### config.mk
export PLATFORM = sky130hd
export DESIGN_NAME = alu_cmd_queue
export DESIGN_NICKNAME = d
export VERILOG_FILES = /design/src/rtl/alu_cmd_queue.sv
export SDC_FILE = /design/constraint.sdc
export NUM_CORES = 1
export LEC_CHECK = 0
export ABC_AREA = 0
export CAP_MARGIN = 10
export CORE_MARGIN = 4
export CORE_UTILIZATION = 50
export DETAILED_ROUTE_END_ITERATION = 8
export PLACE_DENSITY = 0.76
export SETUP_SLACK_MARGIN = 0.4
export SYNTH_ARGS = -nofsm -noshare
export SYNTH_HDL_FRONTEND = slang
export SYNTH_SLANG_ARGS = --single-unit
export TNS_END_PERCENT = 10
### constraint.sdc
create_clock -name clk -period 2.95 [get_ports clk]
set_input_delay 0.7375 -clock clk [delete_from_list [all_inputs] [get_ports clk]]
set_output_delay 0.7375 -clock clk [all_outputs]
set_load 0.01 [all_outputs]
### src/rtl/alu_cmd_queue.sv
// alu_cmd_queue: command FIFO and registered result stage wrapped around an
// external 16-bit combinational ALU. Commands are queued DEPTH deep, the head
// entry drives the ALU through alu_*, and each result is captured into an
// output register that drains over a valid/ready handshake.
//
// Optional build macro: ALU_ACC_EN
//   defined   - each entry carries use_acc; an accumulator tracks the last
//               captured result and replaces A for entries with use_acc=1.
//   undefined - no accumulator; in_use_acc is ignored.
//
// state | meaning
// ------+-------------------------------------------------------------
// IDLE  | queue empty, nothing to issue
// EXEC  | head valid and output register free: capture ALU result, pop
// STALL | head valid but held result not yet accepted downstream
module alu_cmd_queue #(
  parameter int N      = 16,
  parameter int MODE_W = 4,
  parameter int DEPTH  = 4
) (
  input  logic                       clk,
  input  logic                       rst_n,
  input  logic                       in_valid,
  output logic                       in_ready,
  input  logic [N-1:0]               in_a,
  input  logic [N-1:0]               in_b,
  input  logic                       in_cin,
  input  logic [MODE_W-1:0]          in_mode,
  input  logic                       in_use_acc,
  output logic [N-1:0]               alu_a,
  output logic [N-1:0]               alu_b,
  output logic                       alu_cin,
  output logic [MODE_W-1:0]          alu_mode,
  input  logic [N-1:0]               alu_y,
  input  logic                       alu_cout,
  input  logic                       alu_ovf,
  output logic                       out_valid,
  input  logic                       out_ready,
  output logic [N-1:0]               out_y,
  output logic                       out_cout,
  output logic                       out_ovf,
  output logic [MODE_W-1:0]          out_mode,
  output logic [$clog2(DEPTH+1)-1:0] count
);

  localparam int PW = $clog2(DEPTH);
  localparam int CW = $clog2(DEPTH+1);

  typedef enum logic [1:0] {
    IDLE  = 2'd0,
    EXEC  = 2'd1,
    STALL = 2'd2
  } state_t;

  state_t state;

  logic [N-1:0]      mem_a    [DEPTH];
  logic [N-1:0]      mem_b    [DEPTH];
  logic              mem_cin  [DEPTH];
  logic [MODE_W-1:0] mem_mode [DEPTH];

  logic [PW-1:0] wr_ptr;
  logic [PW-1:0] rd_ptr;
  logic          push;
  logic          pop;
  logic          empty;
  logic          arith_mode;
  logic [N-1:0]  head_a;

`ifdef ALU_ACC_EN
  logic          mem_use_acc [DEPTH];
  logic [N-1:0]  acc;
`else
  logic          unused_use_acc;
  assign unused_use_acc = in_use_acc;
`endif

  // Full queue never accepts, even when the head is popped in the same cycle.
  assign in_ready = (count < CW'(DEPTH));
  assign push     = in_valid & in_ready;
  assign empty    = (count == '0);
  assign pop      = (state == EXEC);

  // State is derived every cycle from occupancy and output-register status so
  // a freshly pushed command can issue on the very next edge.
  always_comb begin
    state = IDLE;
    if (!empty) begin
      if (out_valid && !out_ready) state = STALL;
      else                         state = EXEC;
    end
  end

  // Operand A source: stored A, or the accumulator when the entry asks for it.
  always_comb begin
`ifdef ALU_ACC_EN
    head_a = mem_use_acc[rd_ptr] ? acc : mem_a[rd_ptr];
`else
    head_a = mem_a[rd_ptr];
`endif
  end

  // Head entry drives the ALU; an empty queue presents all-zero operands.
  always_comb begin
    alu_a    = '0;
    alu_b    = '0;
    alu_cin  = 1'b0;
    alu_mode = '0;
    if (!empty) begin
      alu_a    = head_a;
      alu_b    = mem_b[rd_ptr];
      alu_cin  = mem_cin[rd_ptr];
      alu_mode = mem_mode[rd_ptr];
    end
  end

  // Carry/overflow are only meaningful for add (4) and subtract (5).
  assign arith_mode = (alu_mode == MODE_W'(4)) || (alu_mode == MODE_W'(5));

  // Command storage; contents need no reset since count gates their use.
  always_ff @(posedge clk) begin
    if (push) begin
      mem_a[wr_ptr]    <= in_a;
      mem_b[wr_ptr]    <= in_b;
      mem_cin[wr_ptr]  <= in_cin;
      mem_mode[wr_ptr] <= in_mode;
`ifdef ALU_ACC_EN
      mem_use_acc[wr_ptr] <= in_use_acc;
`endif
    end
  end

  // Pointers, occupancy, result register and accumulator, sequenced by state.
  always_ff @(posedge clk) begin
    if (!rst_n) begin
      wr_ptr    <= '0;
      rd_ptr    <= '0;
      count     <= '0;
      out_valid <= 1'b0;
      out_y     <= '0;
      out_cout  <= 1'b0;
      out_ovf   <= 1'b0;
      out_mode  <= '0;
`ifdef ALU_ACC_EN
      acc       <= '0;
`endif
    end else begin
      if (push) wr_ptr <= wr_ptr + PW'(1);

      case (state)
        EXEC: begin
          out_y     <= alu_y;
          out_mode  <= alu_mode;
          out_cout  <= arith_mode & alu_cout;
          out_ovf   <= arith_mode & alu_ovf;
          out_valid <= 1'b1;
          rd_ptr    <= rd_ptr + PW'(1);
`ifdef ALU_ACC_EN
          acc       <= alu_y;
`endif
        end
        STALL: begin
          // result held until the consumer takes it
        end
        default: begin
          if (out_valid && out_ready) out_valid <= 1'b0;
        end
      endcase

      case ({push, pop})
        2'b10:   count <= count + CW'(1);
        2'b01:   count <= count - CW'(1);
        default: count <= count;
      endcase
    end
  end

endmodule
==> metrics <==
fin cells=730; GP Congestion=0.780; min cycle time layout=between 2 and 3 ns; Via density=5.45; synth warn=0; r2r setup slk=1.01 ns; top-count cell post-synth=edfxtp_1; post-synthesis cell count=399; first-pass GRT wire length=22,700 um; CP Launch Type=flop; die height=~130 um; # DRC=0; Area contributors post-synth=edfxtp_1 (64%), mux4_2 (12%), dfxtp_1 (9.2%); Nets=608; Ant. Diodes=0; final number of setup-violating endpoints=0; Worst setup EP type=primary output; GRT Total Usage=about a fifth; Pwr Density=969 nW/um^2; status=finished, final reports clean; Seq/Total Area, Yosys=73.1%; Distinct cells, synth=27; prevailing post-synth register cell=edfxtp_1; GRT overflow=0; die width=126 um; net count after synthesis=~470; Synth-to-Final Area Change=33.2%; leading area contributor after synthesis=edfxtp_1; CTS buffer count=17; DRT Wirelength=14,300 um; max cap viols=0; arrival time at the worst endpoint=1.93 ns; Fin. Hold Viols=0; Final Util=68.9%; Clock Path Buffers=2; vias in the first global route=4,135; critical path type=reg2out; maximum level of the CTS H-tree=4; WL per Instance=19.6 um; area share of the largest cell type after synthesis=~64%; worst vdd ir=0.525 mV; clock skew=0.00381 ns; Initial DRT Pass Iterations=4; DP Area=8480 um^2; I/O pin count=124; PortBufs=122; worst slew pin tran=0.476 ns; Post-synth top cells=edfxtp_1 (148), and2_1 (41), mux4_2 (38); fin. max-slew vios=0; clock slew at reported path FFs=0.06 ns; Die ar.=around 16,000 um^2; setup TNS=0 ns; dpl cells=686; hold buffers post-CTS=0; RSZ-0062 raised after global routing=yes; Synth Register Bits=180; Avg Cell Area, Syn=17.4 um^2; Slew headroom=68.2%; Initial Util=51.7%; clock sinks=180; Initial DRC Count=~230; Final Cell Area=9260 um^2; site row count=42; core area=approximately 13,000 um^2; Post-synth EDFFs=148; CTS tree=built; clock root buffer=clkbuf_16; CP max FO=7; Post-synth ARST share=0%; period utilisation layout=90.3%; Max Clk Rate=376 MHz; hpwl dp=about 8400 um; ratio of cells with drive above 1 in the final layout=26.2%; Static Leak=0.00318 uW; HP Class=reg2reg; cell area after synthesis=6960 um^2; Antenna Nets Post-Route=0; pin count of the biggest net entering global routing=39; Skew-Pair Late Insertion Delay=about 0.42 ns; CP Data Required Time=roughly 2.2 ns; Via Count=3,981; initial antenna violation count=0
==> metal layers <==
metal,up-vias,part of all wire (%),GRT usage [%]
li1,1827,-,-
met1,1987,41,23.5
met2,146,50,31.0
met3,21,7.0,5.72
met4,0,2.2,7.89
met5,-,0,0
==> layout by cell type, fill, tap and decap left out, drive strengths merged <==
master	instances
a21oi	26
and2	41
buf	37
bufbuf	1
bufinv	5
clkbuf	43
clkdlybuf4s15	3
clkdlybuf4s50	85
clkinv	6
clkinvlp	1
dfxtp	32
edfxtp	148
fa	1
ha	5
inv	9
mux2i	1
mux4	38
nand2	2
nand2b	5
nand3	21
nor2	6
nor2b	2
nor3	1
o211ai	2
o21ai	24
o31ai	1
or3	2
or4	3
xnor2	1
xor2	2
==> worst max-delay path: stages (launching register included) <==
cell,delay [ns]
dfxtp_4,0.44
buf_6,0.16
buf_16,0.13
mux4_2,0.50
and2_4,0.16
buf_6,0.11
==> flip-flops by register name (all words and copies together), names as in the netlist, 2 cells and up, named ones only <==
register  flops
out_mode      4
wr_ptr        2
mem_a        64
rd_ptr        2
count         3
mem_mode     16
mem_cin       4
mem_b        64
out_y        16
==> cells by family (layout without fill, tap and decap cells) <==
kind of cell | count (synthesis) | in the layout | synth area share [%]
xor+xnor | 3 | 3 | 0.378
compound gates | 53 | 53 | 3.92
simple gates | 83 | 83 | 6.84
flops | 180 | 180 | 73.1
mux | 39 | 39 | 12.4
fa+ha+maj | 6 | 6 | 1.19
buf+inv | 35 | 190 | 2.12
==> report_power, final <==
part	internal (uW)	switching [uW]	leakage [uW]
Combinational	1810	1550	0.00126
Sequential	3130	153	0.00162
Clock	1480	859	0.000297
==> path summary, 6_finish.rpt <==
kind | start | end | depth (start not counted)
worst min-delay path | out_y[10]$_SDFFE_PN0P_ | out_y[10]$_SDFFE_PN0P_ | 2
worst max-delay path | flop | alu_a[1] | 5
worst max register to register | flop | out_ovf$_SDFFE_PN0P_ | 5
worst min register to register | out_y[10]$_SDFFE_PN0P_ | out_y[10]$_SDFFE_PN0P_ | 2
==> stage by stage <==
stage / worst slack [ns] / hold WS, ns / total power (uW)
global route: 0.220 / 0.494 / 9450
finish: 0.287 / 0.479 / 8980
floorplan: 0.534 / 0.455 / 4940
detailed placement: 0.269 / 0.470 / 6360
CTS: 0.135 / 0.478 / 8850
global placement: 0.275 / 0.455 / 6300
==> timing repair <==
item / 4_1_cts / 5_1_grt
buffers inserted: 4 / 3
resized for setup: 45 / 108
setup endpoints to repair: 37 / 37
gates cloned: 4 / 2
pin swaps: 0 / 12
==> layout make-up <==
| cell class | instances | area (um^2) |
|---|---|---|
| fill | 902 | 4190 |
| timing repair buffer | 150 | 1530 |
| sequential | 180 | 5090 |
| tap | 176 | 220 |
| clock buffer | 19 | 433 |
| multi-input combinational | 184 | 1770 |
| clock inverter | 12 | 186 |
| inverter | 9 | 33.8 |
Note: power is estimated with default switching activity, not from simulation.
